===== config.mk =====
export PLATFORM = sky130hd
export DESIGN_NAME = boreal_host_loader
export DESIGN_NICKNAME = d
export VERILOG_FILES = /design/src/rtl/boreal_host_loader.sv
export SDC_FILE = /design/constraint.sdc
export NUM_CORES = 1
export LEC_CHECK = 0
export ABC_AREA = 0
export BUFFER_PORTS_ARGS = -buffer_cell sky130_fd_sc_hd__buf_2
export CAP_MARGIN = 20
export CORE_MARGIN = 2
export CORE_UTILIZATION = 30
export CTS_BUF_LIST = sky130_fd_sc_hd__clkbuf_8
export CTS_CLUSTER_DIAMETER = 120
export DETAILED_ROUTE_END_ITERATION = 8
export PLACE_DENSITY = 0.48
export RECOVER_POWER = 50
export SLEW_MARGIN = 40
export SYNTH_ARGS = -nofsm -noshare
export SYNTH_HDL_FRONTEND = slang
export SYNTH_SLANG_ARGS = --single-unit

===== constraint.sdc =====
create_clock -name clk -period 1.8 [get_ports clk]
set_input_delay 0.18 -clock clk [delete_from_list [all_inputs] [get_ports clk]]
set_output_delay 0.18 -clock clk [all_outputs]
set_load 0.05 [all_outputs]

===== src/rtl/boreal_host_loader.sv =====
// Host frame parser for the Boreal weight/LUT memory write port (Port B).
// Decodes SYNC/ADDR/LEN/DATA/CHK frames from a byte stream into 32-bit word writes.
module boreal_host_loader #(
    parameter int ADDR_WIDTH     = 10,
    parameter int DATA_WIDTH     = 32,
    parameter int TIMEOUT_CYCLES = 100000
) (
    input  logic                  clk,
    input  logic                  rst_n,
    input  logic [7:0]            rx_data,
    input  logic                  rx_valid,
    output logic                  rx_ready,
    output logic                  we_b,
    output logic [ADDR_WIDTH-1:0] addr_b,
    output logic [DATA_WIDTH-1:0] din_b,
    output logic                  busy,
    output logic                  done,
    output logic                  err,
    output logic [1:0]            err_code,
    output logic [2:0]            dbg_state
);

    localparam int            TW     = $clog2(TIMEOUT_CYCLES + 1);
    localparam logic [TW-1:0] T_LAST = TW'(TIMEOUT_CYCLES - 1);

    typedef enum logic [2:0] {
        S_IDLE, S_ADDR_LO, S_ADDR_HI, S_LEN, S_DATA, S_WRITE, S_CHK
    } state_t;

    state_t                state, next_state;
    logic [ADDR_WIDTH-1:0] addr_q;
    logic [8:0]            words_left;
    logic [1:0]            byte_cnt;
    logic [DATA_WIDTH-1:0] word_sr;
    logic [7:0]            chk_q;
    logic [TW-1:0]         tcnt;
    logic                  accept;
    logic                  timed;
    logic                  timeout_hit;

    // Handshake: a byte transfers on any posedge where rx_valid && rx_ready; rx_ready
    // is a registered decode of the next state, low only during WRITE and reset.
    assign accept    = rx_valid && rx_ready;
    assign timed     = (state != S_IDLE) && (state != S_WRITE);
    assign dbg_state = state;

    always_comb begin
        next_state  = state;
        timeout_hit = 1'b0;
        case (state)
            S_IDLE:    if (accept && rx_data == 8'hA5) next_state = S_ADDR_LO;
            S_ADDR_LO: if (accept) next_state = S_ADDR_HI;
            S_ADDR_HI: if (accept) next_state = S_LEN;
            S_LEN:     if (accept) next_state = S_DATA;
            S_DATA:    if (accept && byte_cnt == 2'd3) next_state = S_WRITE;
            S_WRITE:   next_state = (words_left == 9'd1) ? S_CHK : S_DATA;
            S_CHK:     if (accept) next_state = S_IDLE;
            default:   next_state = S_IDLE;
        endcase
        if (timed && !accept && tcnt == T_LAST) begin
            timeout_hit = 1'b1;
            next_state  = S_IDLE;
        end
    end

    always_ff @(posedge clk) begin
        if (!rst_n) begin
            state      <= S_IDLE;
            rx_ready   <= 1'b0;
            we_b       <= 1'b0;
            addr_b     <= '0;
            din_b      <= '0;
            busy       <= 1'b0;
            done       <= 1'b0;
            err        <= 1'b0;
            err_code   <= 2'd0;
            addr_q     <= '0;
            words_left <= '0;
            byte_cnt   <= '0;
            word_sr    <= '0;
            chk_q      <= '0;
            tcnt       <= '0;
        end else begin
            state    <= next_state;
            rx_ready <= (next_state != S_WRITE);
            busy     <= (next_state != S_IDLE);
            we_b     <= (next_state == S_WRITE);
            done     <= 1'b0;
            err      <= 1'b0;

            if (!timed || accept || timeout_hit) tcnt <= '0;
            else                                 tcnt <= tcnt + 1'b1;

            case (state)
                S_IDLE: if (accept && rx_data == 8'hA5) begin
                    err_code <= 2'd0;
                    chk_q    <= 8'h00;
                end
                S_ADDR_LO: if (accept) begin
                    addr_q[7:0] <= rx_data;
                    chk_q       <= chk_q ^ rx_data;
                end
                S_ADDR_HI: if (accept) begin
                    addr_q <= ADDR_WIDTH'({rx_data, addr_q[7:0]});
                    chk_q  <= chk_q ^ rx_data;
                end
                S_LEN: if (accept) begin
                    words_left <= (rx_data == 8'h00) ? 9'd256 : {1'b0, rx_data};
                    byte_cnt   <= 2'd0;
                    chk_q      <= chk_q ^ rx_data;
                end
                S_DATA: if (accept) begin
                    // LSB-first: each new byte enters at the top and shifts down
                    word_sr  <= {rx_data, word_sr[DATA_WIDTH-1:8]};
                    byte_cnt <= byte_cnt + 2'd1;
                    chk_q    <= chk_q ^ rx_data;
                    if (byte_cnt == 2'd3) begin
                        din_b  <= {rx_data, word_sr[DATA_WIDTH-1:8]};
                        addr_b <= addr_q;
                    end
                end
                S_WRITE: begin
                    addr_q     <= addr_q + 1'b1;
                    words_left <= words_left - 9'd1;
                end
                S_CHK: if (accept) begin
                    if (rx_data == chk_q) begin
                        done <= 1'b1;
                    end else begin
                        err      <= 1'b1;
                        err_code <= 2'd1;
                    end
                end
                default: ;
            endcase

            if (timeout_hit) begin
                err      <= 1'b1;
                err_code <= 2'd2;
                byte_cnt <= 2'd0;
            end
        end
    end

endmodule


---- After elaboration in Yosys (flattened, before gate mapping) ----
Index checks and enable logic that the tools add are counted.
storage, ports and cells
  output and inout bits ................... 52
  bits in registers ....................... 130
  logic and storage cells ................. 116
cells by class
  add/sub/neg operators ................... 4
  equal/unequal tests ..................... 25
  bitwise operators ....................... 3
  multiplexer cells ....................... 33
  reduce and logical (&&, ||, !) cells .... 34
operator list
  kind                                                                count
  8-bit two-way mux                                                   3
  8-bit one-hot mux with 3 select lines                               1
  3-bit two-way mux                                                   7
  3-bit one-hot mux with 7 select lines                               1
  9-bit two-way mux                                                   2
  9-bit one-hot mux with 2 select lines                               1
  17-bit by 1-bit adder with 17-bit output, second input constant     1
  17-bit == test, second input constant                               1
  8-bit one-hot mux with 2 select lines                               1
  3-bit inequality test, second input constant                        5
  3-bit AND reduction                                                 5
  2-bit two-way mux                                                   7
  2-bit inequality test, second input constant                        7
  3-bit == test, second input constant                                4
  2-bit one-hot mux with 2 select lines                               3
  2-bit nonzero test                                                  6
  10-bit by 1-bit adder with 10-bit output, second input constant     1
  10-bit two-way mux                                                  1
  9-bit by 1-bit == test with 1-bit output, second input constant     1
  3-bit nonzero test                                                  3
  9-bit by 1-bit subtractor with 9-bit output, second input constant  1
  8-bit == test                                                       1
  8-bit == test, second input constant                                1
  8-bit zero test                                                     1
  16 further kinds                                                    34

---- Longest topological paths before layout ----
  depth after elaboration ................. 7
  mapped depth ............................ 7
  mapped depth without buffers ............ 6

---- Least setup slack after synthesis ----
Ideal clock, no wire load.
  kind .................................... register to register
  start point ............................. register state[1], in the netlist dbg_state[1]
  end point ............................... register words_left[1]
  data arrival time ....................... 1.776 ns
  buffers on the path ..................... 2
  cell stages (with the launch flop) ...... 7
  setup time .............................. 0.116 ns
  required time ........................... 1.684 ns
  path slack .............................. -0.092 ns
  period minus slack after synthesis ...... 1.892 ns
  cells stage by stage .................... dfxtp_1 > buf_2 > and4b_1 > and2_1 > clkbuf_1 > o21ai_0 > o211a_1
between the ends
  cells in the longest elaborated chain, start to end .. 3
  elaborated cells on any way between the ends .. 6
  those cells by class .................... eq/ne: 3; mux: 1; reduce/logical: 2
ends and longest elaborated chain
  item                                                                       RTL line  text
  start: declaration                                                         30        state_t state, next_state;
  start signal: assignment                                                   84        state <= next_state;
  3-bit by 2-bit == test with 1-bit output or 3-bit == test (tied branches)  94        case (state)
  2-bit inequality test (no line) or 2-bit nonzero test (tied branches)      n/a
  2-bit AND reduction (no line)                                              n/a
  end signal: assignment                                                     108       words_left <= (rx_data == 8'h00) ? 9'd256 : {1'b0, rx_data};
  end signal: assignment                                                     124       words_left <= words_left - 9'd1;
  end: declaration                                                           32        logic [8:0] words_left;
Parallel ways exist; a longest one is shown, timed or not.
A chain may end at the register's enable or synchronous reset.

---- Worst setup path after layout ----
  start point ............................. register tcnt[11]
  end point ............................... register tcnt[16]
between the ends
  cells in the longest elaborated chain, start to end .. 5
  elaborated cells on any way between the ends .. 6
  those cells by class .................... add/sub: 1; eq/ne: 1; mux: 1; reduce/logical: 3
ends and longest elaborated chain
  item                                                                                              RTL line  text
  start: declaration                                                                                36        logic [TW-1:0] tcnt;
  start signal: assignment                                                                          92        else tcnt <= tcnt + 1'b1;
  parallel branches: the longest is 5 deep, another holds 17-bit by 1-bit adder with 17-bit output  n/a
Parallel ways; which one is timed is not known.

==> results by stage <==
GRT:
- The total grt overflow is 0.
- Entering global routing, the biggest net connects 51 pins.
- The wire length of the first global-routing pass is 24.94 mm.
- The number of antenna violations at the first check in global routing was 0.
- For this run, the total global-route usage over all layers was measured as 16.15%.
- The via count of the first global-routing pass came to 4642.

Floorplan:
- In this run the count of I/O pins placed on the die edge is 63.
- The die covers 0.01914 mm².
- For this configuration, the core starts out at a cell density of 30.35%.
- The vertical die dimension is 138.3 µm.
- The floorplan row count is 49.
- The floorplan step defined a core boundary enclosing roughly 0.018 mm².
- The die outline width is 138.3 µm.

Setup path:
- The critical path runs through a total of 5 cells.
- The arrival time at the worst endpoint is 1990 ps.
- The capture point of the critical path is tcnt[16].
- The worst setup path is launched from a register.
- The gate family responsible for the most delay along the worst path is simple AND/OR/NAND/NOR gates.
- The number of buffers and inverters on the critical path is 1.
- The maximum fanout along the worst path is 11.
- The worst reg2reg path endpoint is tcnt[16].
- Traced cell by cell, the critical path runs through or4b_1, nor4_1, a211o_1, buf_4, a21oi_1.
- The startpoint of the lowest-slack register-to-register path is tcnt[11].
- The endpoint type of the worst setup path is a register.
- The cell at the slowest stage of the critical path is sky130_fd_sc_hd__or4b_1.
- Measured in cells, the most critical reg-to-reg path has a length of 5.
- The kind of critical path is register to register.
- The critical path data required time is 2130 ps.
- The startpoint of the worst setup timing path is tcnt[11].
- The setup slack of the most critical reg-to-reg path is 140 ps.
- The delay contributed by the slowest stage of the critical path is 540 ps.

STA:
- The routed design could run at a clock period as short as 1658 ps.
- The number of pins exceeding their max-slew limit in the final report came to 0.
- The number of hold violations in the final report is 0.
- The relative slew slack is around 56%.
- For the pin with the worst max-slew slack, the measured transition is around 660 ps.
- The final critical-path share of the clock period is between 90 and 100%.
- Setup violations remaining at the end of the flow were counted as 0.
- The worst hold slack is 86.08 ps.
- For this run, the top clock speed supported by timing is 603.3 MHz.
- The worst clock skew is 11.08 ps.
- Setup repair after global routing left no endpoint under its margin.
- The final setup TNS is 0 ps.

Run status:
- The run finished with clean final reports.

Clock network:
- Clock tree synthesis found a total of 122 sinks.
- Counting along the longest clock path gives a buffer depth of 2.
- After clock tree synthesis, the clock-pin slew on the worst setup and hold paths is 70 ps.
- The tree is rooted in a sky130_fd_sc_hd__clkbuf_8.
- TritonCTS built the clock tree.
- The H-tree generated during clock tree synthesis spans 4 levels.
- The clock latency on the worst-skew pair is 450 ps.
- The number of buffers created by CTS is 17.

Pwr:
- The worst voltage drop across the vdd grid is 0.6453 mV.
- Summed over all cells, the static leakage comes to 2.145 nW.
- Power spread over the standard cell area amounts to 816.5 mW/mm².

Placement:
- Buffers placed on the I/O ports in this run total 62.
- The half-perimeter wire length after detailed placement is ~11 mm.
- The post-placement cell count is about 950.
- The placed cell area is 0.006078 mm².
- At the end of routability-driven placement, the weighted congestion stood at 0.8210.

Synth:
- Of all flip-flops after synthesis, the portion carrying an async set or reset was 0%.
- In this run, synthesis inferred 0 flip-flops with an integrated enable.
- The average footprint of a synthesized cell is 8.056 µm².
- The number of different library cells used by synthesis comes to 63.
- The summed instance area of the synthesized netlist is 0.005414 mm².
- Counting every instance in the synthesized netlist gives 672.
- Of the synthesized area, sequential elements account for 45.11%.
- The number of nets in the synthesized netlist is 688.
- The Yosys step of the flow raised 0 warnings.
- The flip-flop and latch count after synthesis is between 100 and 150.
- The most used flip-flop cell after synthesis is sky130_fd_sc_hd__dfxtp_1.

Finish:
- The area overhead of the layout relative to synthesis is 18.77%.
- The number of fill cells in the layout is 1904.
- Once layout is complete, the cells apart from fillers number about 1000.
- Cells with a size suffix above 1 make up about an eighth of the layout.
- The repair_antennas step left the layout with diodes totalling 0.
- The final design area excluding fillers is 0.006430 mm².
- The net count of the finished layout is roughly 760.
- The utilization after layout is between 30% and 40%.

Worst hold path:
- The min-delay analysis places its worst path in the category input pin to register.
- The cell depth of the worst min-delay path is 3.

Detailed routing:
- In this run, the number of DRC markers left after iteration 0 of detailed routing was 363.
- The number of DRC violations after detailed routing is 0.
- The number of vias per cell is 5.070.
- The final routed wire length divided by cell count is 15.51 µm.
- The detailed router placed 4979 vias in this run.
- The first TritonRoute pass finished after 5 iterations.
- The sum of routed wire length over all layers is around 15 mm.
- The count of nets left with antenna violations once routing finished came out at 0.

Run:
- The tool flagged a number of max-cap violations equal to 0.
[sequential cells by signal, indices dropped and copies added (netlist names)]
signal and cells:
tcnt 17, words_left 9, chk_q 8, we_b 1
rx_ready 1, dbg_state 3, byte_cnt 2, din_b 32
addr_b 10, done 1, addr_q 10, err_code 2
word_sr 24, busy 1, err 1
[cell usage after synthesis, types with 3 or more instances]
| library cell | n | share of area (%) |
|---|---|---|
| sky130_fd_sc_hd__clkbuf_1 | 28 | 1.9 |
| sky130_fd_sc_hd__o21ai_0 | 29 | 2.7 |
| sky130_fd_sc_hd__and2_1 | 9 | 1.0 |
| sky130_fd_sc_hd__xnor2_1 | 14 | 2.3 |
| sky130_fd_sc_hd__a31oi_1 | 3 | 0.35 |
| sky130_fd_sc_hd__or3_2 | 3 | 0.42 |
| sky130_fd_sc_hd__nand4_1 | 10 | 1.2 |
| sky130_fd_sc_hd__nor4_1 | 12 | 1.4 |
| sky130_fd_sc_hd__nor3_1 | 11 | 1.0 |
| sky130_fd_sc_hd__o211ai_1 | 17 | 2.4 |
| sky130_fd_sc_hd__buf_2 | 15 | 1.4 |
| sky130_fd_sc_hd__inv_1 | 7 | 0.49 |
| sky130_fd_sc_hd__o31ai_1 | 3 | 0.42 |
| sky130_fd_sc_hd__xor2_1 | 8 | 1.3 |
| sky130_fd_sc_hd__dfxtp_1 | 122 | 45 |
| sky130_fd_sc_hd__nand3b_1 | 7 | 0.97 |
| sky130_fd_sc_hd__nor3b_1 | 3 | 0.42 |
| sky130_fd_sc_hd__ha_1 | 5 | 1.2 |
| sky130_fd_sc_hd__a21oi_1 | 92 | 8.5 |
| sky130_fd_sc_hd__nand2b_1 | 4 | 0.46 |
| sky130_fd_sc_hd__o21a_1 | 4 | 0.55 |
| sky130_fd_sc_hd__nand3_1 | 11 | 1.0 |
| sky130_fd_sc_hd__buf_4 | 3 | 0.42 |
| sky130_fd_sc_hd__nor2_1 | 36 | 2.5 |
| sky130_fd_sc_hd__nand2_1 | 162 | 11 |
| sky130_fd_sc_hd__nor2b_1 | 4 | 0.46 |
[cell usage in the layout (no fill, tap or decap), drive strengths merged, types with 3 or more instances in the layout]
| cell type | count |
|---|---|
| a31oi | 3 |
| nand4 | 11 |
| clkbuf | 74 |
| xor2 | 8 |
| xnor2 | 14 |
| nor3 | 12 |
| and2 | 9 |
| nor2 | 37 |
| nor3b | 4 |
| ha | 5 |
| nor2b | 4 |
| nor4 | 13 |
| clkinv | 5 |
| a21oi | 92 |
| a21boi | 3 |
| nand2 | 162 |
| o211ai | 17 |
| o21a | 4 |
| nand3 | 11 |
| nand3b | 9 |
| o21ai | 31 |
| nand2b | 4 |
| and4 | 3 |
| buf | 43 |
| inv | 11 |
| o31ai | 4 |
| dfxtp | 122 |
| or3 | 5 |
[report_power, final]
| part | switching, mW | total, mW | internal, mW |
|---|---|---|---|
| combinational | 0.122 | 0.169 | 0.0466 |
| clock | 1.07 | 2.38 | 1.31 |
| sequential | 0.00286 | 2.70 | 2.70 |
[through the flow]
stage | setup slack [ps] | total power, mW
after CTS | 48.81 | 5.312
final | 142.3 | 5.250
after global placement | 141.6 | 2.930
after floorplan | -0.1368 | 2.858
after global routing | 3.210 | 5.451
after detailed placement | 65.90 | 2.932
[logic make-up after synthesis]
family / after synthesis / synth area share [%]
DFF: 122 / 45.11
adders and majority gates: 5 / 1.156
buffers and inverters: 55 / 4.714
xor gates and xnor gates: 22 / 3.559
muxes: 1 / 0.1849
and+or+nand+nor: 294 / 26.30
AOI/OAI and AO/OA: 173 / 18.97
[layer usage]
layer | track usage, % | share of wire, %
met5 | 0 | 0
met4 | 4.834 | 1.6
met3 | 4.364 | 4.7
met2 | 24.26 | 44
met1 | 22.71 | 50
[worst min-delay path, cell delays in order]
cell and delay (ps):
sky130_fd_sc_hd__buf_2 160, sky130_fd_sc_hd__o21ai_0 90, sky130_fd_sc_hd__a21oi_1 60
[worst min path at each step]
stage,endpoint,startpoint
floorplan,dbg_state[1],rst_n
global placement,tcnt[0],tcnt[0]
detailed placement,tcnt[0],tcnt[0]
CTS,addr_q[0],rx_data[0]
global route,chk_q[1],rx_data[1]
finish,addr_q[0],rx_data[0]
[area by class of cell]
cell class                 instances  area, µm²  area share [%]
multi-input combinational        495       2745           42.69
timing repair buffer              97      540.5           8.406
clock inverter                    12      107.6           1.673
inverter                           7      26.28          0.4086
tap                              229      286.5           4.456
clock buffer                      20      275.3           4.281
sequential                       122       2449           38.08
[timing repair]
action,in CTS,in global routing
endpoints found under the hold margin,0,0
hold buffers,0,0
resized for setup,0,11
buffers inserted,0,1
setup endpoints to repair,0,20
No activity file was read; power rests on OpenSTA's default activity.
